`src/rtl/counter_handshake_sampler.sv`:
```
// Four-phase requester/consumer for the dual-rail counter: synchronises ack and
// rails, checks codeword and spacer, and emits a binary count with a valid pulse.
module counter_handshake_sampler #(
    parameter int unsigned WIDTH         = 2,
    parameter int unsigned SYNC_STAGES   = 2,
    parameter int unsigned SETTLE_CYCLES = 1,
    parameter int unsigned GAP_CYCLES    = 5,
    parameter int unsigned TIMEOUT       = 255
) (
    input  logic             i_clk,
    input  logic             i_rst_n,
    input  logic             i_run,
    input  logic             i_clr_err,
    input  logic             i_ack,
    input  logic [WIDTH-1:0] i_rail_t,
    input  logic [WIDTH-1:0] i_rail_f,
    output logic             o_req,
    output logic [WIDTH-1:0] o_count_out,
    output logic             o_count_valid,
    output logic             o_busy,
    output logic             o_code_err,
    output logic             o_seq_err,
    output logic             o_timeout_err
);

    // Timer also paces SETTLE and GAP, so it must be wide enough for all three.
    localparam int unsigned TMO_W  = $clog2(TIMEOUT + 1);
    localparam int unsigned GAP_W  = $clog2(GAP_CYCLES + 1);
    localparam int unsigned SET_W  = $clog2(SETTLE_CYCLES + 1);
    localparam int unsigned TW_A   = (TMO_W > GAP_W) ? TMO_W : GAP_W;
    localparam int unsigned TW_B   = (TW_A > SET_W) ? TW_A : SET_W;
    localparam int unsigned TW     = (TW_B > 0) ? TW_B : 1;
    localparam int unsigned SETTLE_LAST = (SETTLE_CYCLES > 0) ? SETTLE_CYCLES - 1 : 0;
    localparam int unsigned GAP_LAST    = (GAP_CYCLES > 0) ? GAP_CYCLES - 1 : 0;

    localparam logic [2:0] S_IDLE   = 3'd0;
    localparam logic [2:0] S_REQ_HI = 3'd1;
    localparam logic [2:0] S_SETTLE = 3'd2;
    localparam logic [2:0] S_SAMPLE = 3'd3;
    localparam logic [2:0] S_RTZ    = 3'd4;
    localparam logic [2:0] S_GAP    = 3'd5;

    logic [SYNC_STAGES-1:0]            r_ack_sync;
    logic [SYNC_STAGES-1:0][WIDTH-1:0] r_t_sync;
    logic [SYNC_STAGES-1:0][WIDTH-1:0] r_f_sync;

    logic [2:0]       r_state;
    logic [TW-1:0]    r_timer;
    logic             r_have_prev;
    logic [2:0]       w_state_nxt;
    logic [TW-1:0]    w_timer_nxt;
    logic             w_ack_s;
    logic [WIDTH-1:0] w_t_s;
    logic [WIDTH-1:0] w_f_s;
    logic             w_code_ok;
    logic             w_timeout_hit;
    logic [WIDTH-1:0] w_count_inc;
    logic             w_req_nxt;
    logic             w_load;
    logic             w_code_set;
    logic             w_seq_set;
    logic             w_tmo_set;

    // Input synchronisers; only the final stage is used downstream.
    always_ff @(posedge i_clk) begin
        if (!i_rst_n) begin
            r_ack_sync <= '0;
            r_t_sync   <= '0;
            r_f_sync   <= '0;
        end else begin
            r_ack_sync <= {r_ack_sync[SYNC_STAGES-2:0], i_ack};
            r_t_sync   <= {r_t_sync[SYNC_STAGES-2:0], i_rail_t};
            r_f_sync   <= {r_f_sync[SYNC_STAGES-2:0], i_rail_f};
        end
    end

    assign w_ack_s       = r_ack_sync[SYNC_STAGES-1];
    assign w_t_s         = r_t_sync[SYNC_STAGES-1];
    assign w_f_s         = r_f_sync[SYNC_STAGES-1];
    assign w_code_ok     = &(w_t_s ^ w_f_s);
    assign w_count_inc   = o_count_out + WIDTH'(1);
    assign w_timeout_hit = (TIMEOUT != 0) && (r_timer == TW'(TIMEOUT));

    // Next-state and error-set decode.
    always_comb begin
        w_state_nxt = r_state;
        w_load      = 1'b0;
        w_code_set  = 1'b0;
        w_seq_set   = 1'b0;
        w_tmo_set   = 1'b0;
        case (r_state)
            S_IDLE: begin
                if (i_run) w_state_nxt = S_REQ_HI;
            end
            S_REQ_HI: begin
                if (w_ack_s) begin
                    w_state_nxt = S_SETTLE;
                end else if (w_timeout_hit) begin
                    w_tmo_set   = 1'b1;
                    w_state_nxt = S_RTZ;
                end
            end
            S_SETTLE: begin
                if (r_timer == TW'(SETTLE_LAST)) w_state_nxt = S_SAMPLE;
            end
            S_SAMPLE: begin
                if (w_code_ok) begin
                    w_load    = 1'b1;
                    w_seq_set = r_have_prev && (w_t_s != w_count_inc);
                end else begin
                    w_code_set = 1'b1;
                end
                w_state_nxt = S_RTZ;
            end
            S_RTZ: begin
                // Spacer is judged once the counter has returned ack to zero.
                if (!w_ack_s) begin
                    w_code_set  = (|w_t_s) || (|w_f_s);
                    w_state_nxt = S_GAP;
                end else if (w_timeout_hit) begin
                    w_tmo_set   = 1'b1;
                    w_state_nxt = S_GAP;
                end
            end
            S_GAP: begin
                if (r_timer == TW'(GAP_LAST)) w_state_nxt = S_IDLE;
            end
            default: w_state_nxt = S_IDLE;
        endcase

        if (w_state_nxt != r_state) begin
            w_timer_nxt = '0;
        end else if (&r_timer) begin
            w_timer_nxt = r_timer;
        end else begin
            w_timer_nxt = r_timer + TW'(1);
        end

        w_req_nxt = (w_state_nxt == S_REQ_HI) || (w_state_nxt == S_SETTLE) ||
                    (w_state_nxt == S_SAMPLE);
    end

    // State, timer and registered outputs.
    always_ff @(posedge i_clk) begin
        if (!i_rst_n) begin
            r_state       <= S_IDLE;
            r_timer       <= '0;
            r_have_prev   <= 1'b0;
            o_req         <= 1'b0;
            o_busy        <= 1'b0;
            o_count_out   <= '0;
            o_count_valid <= 1'b0;
            o_code_err    <= 1'b0;
            o_seq_err     <= 1'b0;
            o_timeout_err <= 1'b0;
        end else begin
            r_state       <= w_state_nxt;
            r_timer       <= w_timer_nxt;
            o_req         <= w_req_nxt;
            o_busy        <= (w_state_nxt != S_IDLE);
            o_count_valid <= w_load;
            if (w_load) begin
                o_count_out <= w_t_s;
                r_have_prev <= 1'b1;
            end
            o_code_err    <= (o_code_err & ~i_clr_err) | w_code_set;
            o_seq_err     <= (o_seq_err & ~i_clr_err) | w_seq_set;
            o_timeout_err <= (o_timeout_err & ~i_clr_err) | w_tmo_set;
        end
    end

endmodule

```
`config.mk`:
```
export PLATFORM = sky130hd
export DESIGN_NAME = counter_handshake_sampler
export DESIGN_NICKNAME = d
export VERILOG_FILES = /design/src/rtl/counter_handshake_sampler.sv
export SDC_FILE = /design/constraint.sdc
export NUM_CORES = 1
export LEC_CHECK = 0
export ABC_AREA = 0
export CAP_MARGIN = 40
export CORE_MARGIN = 1.5
export CORE_UTILIZATION = 55
export CTS_BUF_LIST = sky130_fd_sc_hd__clkbuf_2 sky130_fd_sc_hd__clkbuf_4 sky130_fd_sc_hd__clkbuf_8
export CTS_CLUSTER_DIAMETER = 50
export DETAILED_ROUTE_END_ITERATION = 12
export PLACE_DENSITY_LB_ADDON = 0.05
export SYNTH_ARGS = -nofsm -noshare
export SYNTH_HDL_FRONTEND = slang
export SYNTH_SLANG_ARGS = --single-unit
export TNS_END_PERCENT = 100
```
`constraint.sdc`:
```
create_clock -name i_clk -period 5.9 [get_ports i_clk]
set_clock_uncertainty 0.2 [all_clocks]
set_input_delay 0.885 -clock i_clk [delete_from_list [all_inputs] [get_ports i_clk]]
set_output_delay 0.885 -clock i_clk [all_outputs]
set_load 0.02 [all_outputs]
```
Yosys cells after proc, flatten, opt, wreduce, memory -nomap -nowiden
Cells that the tools add are included.
- register bits after elaboration: 30
- latch bits: 0
- bits in writable memories: 0
- ROM bits: 0
- input bits: 9
- output and inout port bits: 8
- memories kept: 0
- $add $sub $neg: 2
- multiply operators: 0
- div/mod/pow operators: 0
- magnitude comparators: 0
- equal/unequal tests: 12
- shift-type cells: 0
- mux-type cells: 19
- bitwise gates (word level): 9
- reductions and logical operators: 12
- operators with widths (operator ; number):
    3-bit two-way mux ; 7
    3-bit one-hot mux with 6 select lines ; 1
    3-bit by 2-bit == test with 1-bit output, second input constant ; 4
    1-bit two-way mux ; 9
    8-bit by 1-bit adder with 8-bit output, second input constant ; 1
    8-bit by 3-bit == test with 1-bit output, second input constant ; 1
    8-bit == test, second input constant ; 1
    8-bit zero test ; 1
    8-bit AND reduction ; 1
    3-bit by 1-bit == test with 1-bit output, second input constant ; 2
    3-bit == test, second input constant ; 2
    2-bit OR reduction ; 3
    1-bit one-hot mux with 2 select lines ; 2
    1-bit bitwise AND ; 3
    3-bit zero test ; 1
    1-bit logical OR ; 3
    3-bit inequality test ; 1
    1-bit OR ; 3
    3-bit nonzero test ; 1
    2-bit by 1-bit adder with 2-bit output, second input constant ; 1
    2-bit inequality test ; 1
    1-bit inverter ; 2
    2-bit AND reduction ; 1
    2-bit XOR ; 1
    1-bit logical AND ; 1

Depth between registers and ports, before layout
Gate-level depths: netlist of run 1.
- word-level depth: 7
- mapped depth: 7
- depth with buffers taken out: 7

Worst setup path before layout of run 1
OpenSTA, ideal clock, no wires.
- path kind: register to register
- from: register r_timer[0]
- to: register r_timer[6]
- library setup time: 136 ps
- data arrival time: 1556 ps
- required time: 5564 ps
- path slack: 4008 ps
- cell stages (with the launch flop): 8
- path buffers: 0
- period minus slack after synthesis: 1892 ps
- cells stage by stage: dfxtp_1 > inv_1 > ha_1 > nor4b_4 > a31oi_1 > o211ai_2 > mux2i_2 > nor4b_2
- cells in the longest elaborated chain, start to end: 6
- elaborated cells between the ends (all ways): 14
- those cells by class: add/sub: 1; eq/ne: 3; mux: 7; reduce/logical: 3
- RTL lines (item ; RTL line ; RTL):
    start: declaration ; 48 ; logic [TW-1:0] r_timer;
    start signal: assignment ; 158 ; r_timer <= w_timer_nxt;
    8-bit == test ; 82 ; assign w_timeout_hit = (TIMEOUT != 0) && (r_timer == TW'(TIMEOUT));
    3-bit two-way mux (on tied branches) ; 120, 98 ;
    3-bit two-way mux (on tied branches) ; 117, 96 ;
    3-bit one-hot mux with 6 select lines ; 91 ; case (r_state)
    3-bit inequality test ; 131 ; if (w_state_nxt != r_state) begin
    2-bit OR reduction (no line) ; n/a ;
Parallel ways exist; a longest one is shown, timed or not.
A chain may end at the register's enable or synchronous reset.

Worst setup path in the final report of run 1
- from: register o_count_out[1]
- to: output port o_count_out[1]
- RTL lines (item ; RTL line ; RTL):
    start: declaration ; 18 ; output logic [WIDTH-1:0] o_count_out,
    start signal: assignment ; 163 ; o_count_out <= w_t_s;
No word-level cell between the ends.

==> flow_metrics.tcl, run 1 <==
set metrics [dict create \
    async_reset_ff_share_pct 0 \
    synth_top_area_share_pct 44.3 \
    p_int_uw 319 \
    drv_slew 0 \
    synth_area_mm2 0.00136 \
    period_needed_ps 2390 \
    die_w_um 52.6 \
    peakVddDrop_mv 0.272 \
    ys.warnings.count 0 \
    num_antenna_cells 0 \
    rows 17 \
    viasPerCell 5.51 \
    clk_latency_ps 330 \
    switchingPower_uw 97.5 \
    nNetsFinal 174 \
    cts_root_buffer "clkbuf_4" \
    io_pins 17 \
    cp-end-kind "primary output" \
    finalHoldViolCount 0 \
    vias 1057 \
    finalWorstSetupSlack_ps 3510 \
    tns_ps 0 \
    grt_pass1_vias 1009 \
    fin_util_pct 70.4 \
    p_comb_share_pct 10.0 \
    port-buffer-count 16 \
    worst_slew_pin_slew_ps 585 \
    dr.pass1.iters 4 \
    ys_seq_elements 30 \
    layout.cells.most_common_list "dfxtp_1 (30), clkdlybuf4s50_1 (16), nor2_1 (14), and2_1 (14), nand2_1 (8)" \
    syn_area_per_cell_um2 9.28 \
    grt_max_degree 24 \
    grt_pass1_wl_um 4240 \
    die_h_um 52.6 \
    max_freq_ghz 0.419 \
    wire_per_inst_um 12.8 \
    grtUsageTotal_pct 21.2 \
    numClockSinks 30 \
    routabilityCongestion 0.811 \
    final_common_cell "dfxtp_1" \
    tritoncts "built" \
    cp_slowest_cell "clkdlybuf4s50_1" \
    cp.required_ps 4820 \
    wl_um 2450 \
    hold_path_class "reg -> reg" \
    critical-path-max-stage-delay_ps 610 \
    cp_cell_sequence "clkdlybuf4s50_1" \
    start_kind "flip-flop" \
    ctsLongestPathBuffers 2 \
    h-tree-depth 2 \
    clk_pin_slew_worst_paths_ps 100 \
    worstSetupPathType "reg -> out" \
    period_share_pct 40.5 \
    place_ws_ps 3290 \
    p_seq_share_pct 51.8 \
    postCtsSetupRepairBufs 0 \
    cts_resized 0 \
    yosys.area.top_type "dfxtp_1" \
    ant_nets 0 \
    synth_area_leaders "dfxtp_1 (44%), and2_1 (6.5%), nor2_1 (3.9%)" \
    start_util_pct 59.5 \
    syn_inst 146 \
    synthFlopType "dfxtp_1" \
    synth_nets 157 \
    swShare_pct 23.4 \
    multi_input_area_um2 707 \
    synth.distinct_cells 40 \
    critical_path_buf_inv_count 1 \
    grt_setup_unrepaired "false" \
    overflow 0 \
    drt_iter0_markers 33 \
    core_mm2 0.00228 \
    power_density_mw_per_mm2 260 \
    dieArea_mm2 0.00277 \
    maxCapViolCount 0 \
    cp_top_family "buffers and inverters" \
    p_leak_nw 0.599 \
    critPathArrivalTime_ps 1300 \
    critPathMaxFanout 3 \
    antenna_found_initial 0 \
    dp_hpwl_um 1710 \
    ff_latch_area_um2 601 \
    max-slew-margin-rel_pct 60.9 \
    fillers 178 \
    area_delta_synth_final_pct 18.3 \
    finalSetupViolCount 0 \
    drive_gt1_share_pct 9.76 \
    synth-seq-area-share_pct 44.3 \
    cts_hold_buf 0 \
    clkPwrFrac_pct 38.2 \
    cts_buffers 5 \
    drc 0 \
    status "finished, final reports clean" \
    synth_edf_count 0 \
]
## synth_stat cells (2+ instances only)
library cell	number
a21oi_1	6
a31oi_1	3
and2_1	14
and3b_1	3
buf_2	2
clkbuf_1	4
dfxtp_1	30
ha_1	2
inv_1	6
mux2i_1	3
nand2_1	8
nand3_1	2
nand4_1	2
nor2_1	14
nor2b_1	6
nor3b_1	4
nor4_1	2
o211ai_1	2
o21a_1	4
o21ai_0	4
o21bai_1	2
xnor2_1	5
## per-stage QoR
| step | total power, mW | std cells | hold WS (ps) | cell area, um2 |
|---|---|---|---|---|
| 3_3_place_gp | 0.260 | 184 | 216 | 1530 |
| 4_1_cts | 0.417 | 192 | 244 | 1600 |
| 2_1_floorplan | 0.246 | 146 | 212 | 1360 |
| 6_report | 0.416 | 192 | 246 | 1600 |
| 5_1_grt | 0.435 | 192 | 260 | 1600 |
| 3_5_place_dp | 0.261 | 184 | 221 | 1530 |
## path summary, 6_finish.rpt
check	to	slack, ps	cells past startpoint	startpoint
max	o_count_out[1]	3510	1	o_count_out[1]$_SDFFE_PN0P_
min	r_ack_sync[1]$_SDFF_PN0_	250	1	r_ack_sync[0]$_SDFF_PN0_
max reg2reg	r_timer[7]$_SDFFE_PP0N_	3610	7	r_timer[0]$_SDFFE_PP0N_
min reg2reg	r_ack_sync[1]$_SDFF_PN0_	250	1	r_ack_sync[0]$_SDFF_PN0_
## worst reg2reg max path, cell delays in order, from the launching register on
cell      delay (ps)
dfxtp_1          350
inv_1            100
ha_1             190
nor4b_4          300
a31oi_1          150
o211ai_2         250
mux2i_2          520
nor3b_1          110
## cell type report
cell class	instances	area share, %
Multi-Input combinational cell	104	44.1
Sequential cell	30	37.5
Timing Repair Buffer	16	9.99
Clock inverter	3	2.50
Clock buffer	5	2.34
Tap cell	28	2.19
Inverter	6	1.41
## power by group through the flow
stage                     Combinational [mW]  Clock (mW)  Sequential, mW
final                                 0.0415       0.159           0.216
after global routing                  0.0463       0.172           0.217
after CTS                             0.0418       0.160           0.216
after detailed placement              0.0412           0           0.220
after global placement                0.0398           0           0.220
after floorplan                       0.0271           0           0.219
## sequential cells by signal, indices dropped and copies added, names as in the netlist
signal         count
r_ack_sync         2
r_have_prev        1
o_req              1
w_f_s              2
o_code_err         1
r_timer            8
w_t_s              2
o_count_valid      1
o_timeout_err      1
r_state            3
r_f_sync           2
o_count_out        2
r_t_sync           2
o_seq_err          1
o_busy             1
## routing by layer
| layer | up-vias | routed length [um] | GRT usage [%] |
|---|---|---|---|
| met5 | - | 0 | 0 |
| met4 | 0 | 14 | 3.85 |
| met3 | 3 | 138 | 9.14 |
| met2 | 28 | 1070 | 32.5 |
| met1 | 484 | 1230 | 27.9 |
| li1 | 542 | - | - |
## kinds of logic after synthesis
kind of cell             count (synthesis)  synth area share (%)
AND/OR/NAND/NOR                         64                  28.7
flip-flops                              30                  44.3
buffers and inverters                   12                  3.51
multiplexers                             5                  4.06
adder cells (fa/ha/maj)                  2                  1.85
XOR/XNOR                                 6                  3.88
AO/OA/AOI/OAI                           27                  13.7
Note: power is estimated with default switching activity, not from simulation.
==> run 2, diff against run 1 <==
Settings changed: CORE_UTILIZATION 55 to 51.
Clock period 5.9 ns to 2.05 ns, I/O delays scaled along.
==> run 2 against run 1 <==
  * Wire length rose by 0.37%
  * Hold slack got worse by 19 ps
  * Register-to-register slack got worse by 3500 ps
  * Non-clock buffer count rose by 12
  * Critical path depth rose by 7
  * Setup slack got worse by 3400 ps
  * Critical endpoint is now r_timer[6]$_SDFFE_PP0N_
==> flow_metrics.tcl, run 2 (same netlist as run 1, synthesis figures left out) <==
set metrics [dict create \
    period_share_pct 94.1 \
    ctsLongestPathBuffers 2 \
    max-slew-margin-rel_pct 76.9 \
    viasPerCell 5.32 \
    cp_slowest_cell "dfxtp_2" \
    cts_root_buffer "clkbuf_4" \
    peakVddDrop_mv 0.651 \
    routed-wl-met3_um 88 \
    max_freq_ghz 0.518 \
    largest_reg_flops 8 \
    min_from "r_ack_sync[0]$_SDFF_PN0_" \
    cts_hold_buf 0 \
    grt_setup_unrepaired "true" \
    numClockSinks 30 \
    routabilityCongestion 0.766 \
    cp.required_ps 2100 \
    die_w_um 54.5 \
    largest-register "r_timer" \
    area_delta_synth_final_pct 24.6 \
    core_mm2 0.00250 \
    critical_path_buf_inv_count 2 \
    dr.pass1.iters 4 \
    drt_iter0_markers 16 \
    place_ws_ps 68.8 \
    start_kind "flip-flop" \
    hold_path_class "reg -> reg" \
    antenna_found_initial 0 \
    port-buffer-count 16 \
    maxCapViolCount 0 \
    finalHoldViolCount 0 \
    vias 1095 \
    critPathMaxFanout 8 \
    finalWorstSetupSlack_ps 121 \
    worstReg2RegStart "r_timer[0]$_SDFFE_PP0N_" \
    period_needed_ps 1930 \
    die_h_um 54.5 \
    drv_slew 0 \
    clk_pin_slew_worst_paths_ps 100 \
    clk_latency_ps 330 \
    rows 18 \
    drive_gt1_share_pct 17.6 \
    final_common_cell "dfxtp_1" \
    cp_top_family "simple AND/OR/NAND/NOR gates" \
    grt_pass1_wl_um 4130 \
    fillers 222 \
    cp_cell_sequence "inv_2, ha_1, nor4b_4, a21bo_2, o211ai_2, mux2i_2, buf_6, nor4b_2" \
    drc 0 \
    grt_pass1_vias 950 \
    grtUsageTotal_pct 20.3 \
    power_density_mw_per_mm2 664 \
    worstSetupPathType "reg -> reg" \
    power_mw 1.12 \
    dp_hpwl_um 1850 \
    tritoncts "built" \
    critical-path-max-stage-delay_ps 350 \
    critPathArrivalTime_ps 1980 \
    met2_length_um 1110 \
    status "finished, final reports clean" \
    ant_nets 0 \
    finalSetupViolCount 0 \
    num_antenna_cells 0 \
    layout.cells.most_common_list "dfxtp_1 (28), clkdlybuf4s50_1 (16), nor2_1 (14), and2_1 (14), buf_4 (11)" \
    reg_top3 "r_timer x8, r_state x3" \
    wire_per_inst_um 11.9 \
    crit_start "r_timer[0]$_SDFFE_PP0N_" \
    overflow 0 \
    start_util_pct 54.2 \
    h-tree-depth 2 \
    grt_max_degree 23 \
    cp-end-kind "flip-flop" \
    m1WireLength_um 1210 \
    p_leak_nw 0.651 \
    dieArea_mm2 0.00298 \
    nNetsFinal 186 \
    worst_slew_pin_slew_ps 341 \
    wl_um 2460 \
    top_layer "met4" \
    io_pins 17 \
    cts_buffers 5 \
]
run 2: changes by cell type in the layout (fill, tap and decap cells not counted), sizes merged:
cell / delta
buf: +12
clkbuf: +1
bufinv: -1
clkinvlp: +1
clkinv: -1
run 2: per-layer routing:
layer / vias up / track usage, %
met5: - / 0
met4: 0 / 10.0
met3: 5 / 8.20
met2: 16 / 31.3
met1: 512 / 24.3
li1: 562 / -
run 2: what timing repair did:
item                                    CTS  global route
buffers inserted                          0             1
endpoints found under the setup margin    0             9
resized for setup                         0             4
run 2: layout make-up:
type	instances	area (um2)	share of cell area, %
multi-input combinational	104	707	41.9
sequential	30	603	35.7
timing repair buffer	28	254	15.0
clock buffer	6	51.3	3.04
tap	30	37.5	2.22
inverter	6	22.5	1.33
clock inverter	2	12.5	0.741
run 2: metrics by stage:
stage | area [um2] | TNS [ps] | hold WS [ps] | utilization [%] | cells
floorplan | 1360 | 0 | 212 | - | 146
global placement | 1610 | 0 | 216 | 64.4 | 197
detailed placement | 1610 | 0 | 221 | 64.4 | 197
CTS | 1670 | 0 | 234 | 67.0 | 205
global route | 1690 | -14.3 | 245 | 67.5 | 206
finish | 1690 | 0 | 227 | 67.5 | 206
run 2: worst register-to-register path, stage by stage (launching register included):
cell      delay, ps
dfxtp_2         350
inv_2            60
ha_1            140
nor4b_4         240
a21bo_2         190
o211ai_2        120
mux2i_2         180
buf_6           140
nor4b_2         240
run 2: final timing paths:
kind / endpoint / slack (ps) / cells past startpoint
worst max-delay path: r_timer[6]$_SDFFE_PP0N_ / 120 / 8
worst min-delay path: r_ack_sync[1]$_SDFF_PN0_ / 230 / 1
worst max register to register: r_timer[6]$_SDFFE_PP0N_ / 120 / 8
worst min register to register: r_ack_sync[1]$_SDFF_PN0_ / 230 / 1
run 2: report_power, final:
| group | internal (mW) | leakage (nW) | switching (mW) |
|---|---|---|---|
| Combinational | 0.0746 | 0.371 | 0.0589 |
| Clock | 0.165 | 0.0343 | 0.205 |
| Sequential | 0.603 | 0.246 | 0.0148 |
==> run 3, diff against run 2 <==
Settings changed: CELL_PAD_IN_SITES_DETAIL_PLACEMENT from default to 1, CELL_PAD_IN_SITES_GLOBAL_PLACEMENT from default to 2, CORE_UTILIZATION 51 to 36, CTS_CLUSTER_SIZE from default to 12, DONT_BUFFER_PORTS from default to 1.
==> run 3 against run 2 <==
  * The run now ends with setup timing left
  * Wire length rose by 31%
  * Global-route usage fell by 2.9 points
  * Hold slack got worse by 150 ps
  * Final cell count rose by 4.9%
  * Non-clock buffer count fell by 7
  * Core utilization fell by 19 points
  * Sequential share of layout area fell by 1.5 points
  * Die area rose by 39%
  * Total power rose by 23%
  * Register-to-register slack got worse by 140 ps
  * Largest power group unchanged
==> flow_metrics.tcl, run 3 (same netlist as run 1, synthesis figures left out) <==
set metrics [dict create \
    largest-register "r_timer" \
    worstReg2RegStart "r_timer[0]$_SDFFE_PP0N_" \
    min_from "i_clr_err" \
    wire_per_inst_um 14.9 \
    ff_latch_area_um2 606 \
    cts_root_buffer "clkbuf_8" \
    dp_hpwl_um 2230 \
    largest_reg_flops 8 \
    grtUsageTotal_pct 17.4 \
    drc 0 \
    tns_ps -17.6 \
    wl_um 3230 \
    status "complete, but fails checks" \
    critPathMaxFanout 8 \
    numClockSinks 30 \
    dp.cells 200 \
    start_kind "flip-flop" \
    dr.pass1.iters 4 \
    port-buffer-count 0 \
    period_share_pct 101 \
    p_leak_nw 0.663 \
    period_needed_ps 2070 \
    clk_pin_slew_worst_paths_ps 70 \
    finalHoldViolCount 0 \
    vias 1112 \
    power_mw 1.38 \
    cp-end-kind "flip-flop" \
    multi_input_area_um2 778 \
    violations "setup timing" \
    hold_ws_ps 72.7 \
    overflow 0 \
    finalWorstSetupSlack_ps -17.6 \
    num_antenna_cells 0 \
    fin_cells 216 \
    viasPerCell 5.15 \
    nNetsFinal 179 \
    drv_slew 0 \
    core_mm2 0.00363 \
    grt_pass1_vias 1194 \
    clk_latency_ps 280 \
    peakVddDrop_mv 0.431 \
    ant_nets 0 \
    drive_gt1_share_pct 23.8 \
    die_w_um 64.4 \
    hold_path_class "in -> reg" \
    dieArea_mm2 0.00414 \
    start_util_pct 37.3 \
    drt_iter0_markers 47 \
    worst_slew_pin_slew_ps 645 \
    max-slew-margin-rel_pct 56.4 \
    critPathArrivalTime_ps 2010 \
    power_density_mw_per_mm2 783 \
    final_common_cell "dfxtp_1" \
    ctsLongestPathBuffers 2 \
    cts_buffers 5 \
    grt_max_degree 23 \
    max_freq_ghz 0.484 \
    grt_pass1_wl_um 5350 \
    worstSetupPathType "reg -> reg" \
    reg_top3 "r_timer x8, r_state x3" \
    fillers 424 \
    routabilityCongestion 0.748 \
    cp.required_ps 1990 \
    tritoncts "built" \
    crit_start "r_timer[0]$_SDFFE_PP0N_" \
    layout.cells.most_common_list "dfxtp_1 (28), and2_1 (14), buf_4 (14)" \
    grt_setup_unrepaired "true" \
    rows 22 \
    area_delta_synth_final_pct 30.4 \
    io_pins 17 \
    die_h_um 64.4 \
    h-tree-depth 2 \
    antenna_found_initial 0 \
    finalSetupViolCount 1 \
    maxCapViolCount 0 \
]
run 3: cell types whose count changed in the layout (fill, tap and decap cells not counted), sizes merged:
cell	previous run	this run
clkinvlp	1	0
dlygate4sd3	0	6
clkinv	1	0
clkdlybuf4s50	16	0
buf	12	15
bufinv	0	1
run 3: worst paths after layout:
kind	to	slack, ps	cells after the start
setup / recovery	r_timer[6]$_SDFFE_PP0N_	-20	8
hold / removal	o_timeout_err$_SDFF_PN0_	70	2
setup reg to reg	r_timer[6]$_SDFFE_PP0N_	-20	8
hold reg to reg	w_f_s[0]$_SDFF_PN0_	230	1
run 3: through the flow:
| step | utilization, % | setup slack [ps] | instance area [um2] |
|---|---|---|---|
| final | 48.6 | -17.6 | 1770 |
| after detailed placement | 40.7 | 1.21 | 1480 |
| after global routing | 48.6 | -88.8 | 1770 |
| after floorplan | - | 158 | 1360 |
| after CTS | 47.3 | -1.68 | 1720 |
| after global placement | 40.7 | 96.6 | 1480 |
run 3: routing by layer:
metal	track usage (%)	share of wire [%]
met4	8.24	1.9
met5	0	0
met1	18.9	43
met3	5.81	3.4
met2	30.3	51
run 3: cell type report:
cell class                 instances  share of cell area [%]
clock buffer                       6                    4.67
clock inverter                     1                    1.70
inverter                           6                    1.42
multi-input combinational        104                    44.1
sequential                        30                    34.3
tap                               48                    3.40
timing repair buffer              21                    10.5
run 3: worst max-delay path, stage by stage, from the launching register on:
cell and delay (ps):
dfxtp_4 360, inv_4 60, ha_4 120, nor4b_4 270
a31oi_2 180, o211ai_4 250, mux2i_4 280, buf_12 150
nor4b_4 40
run 3: where the power goes:
group	leakage [nW]	total (mW)	switching [mW]	internal, mW
Sequential	0.246	0.628	0.0243	0.604
Clock	0.0573	0.603	0.214	0.388
Combinational	0.360	0.153	0.0686	0.0841
Total	0.663	1.38	0.307	1.08
run 3: repair_timing:
| action | 4_1_cts | 5_1_grt |
|---|---|---|
| hold endpoints to repair | 22 | 0 |
| resized for setup | 9 | 10 |
| hold buffers | 6 | 0 |
| setup endpoints to repair | 1 | 10 |
| pin swaps | 3 | 4 |
| buffers inserted | 3 | 1 |
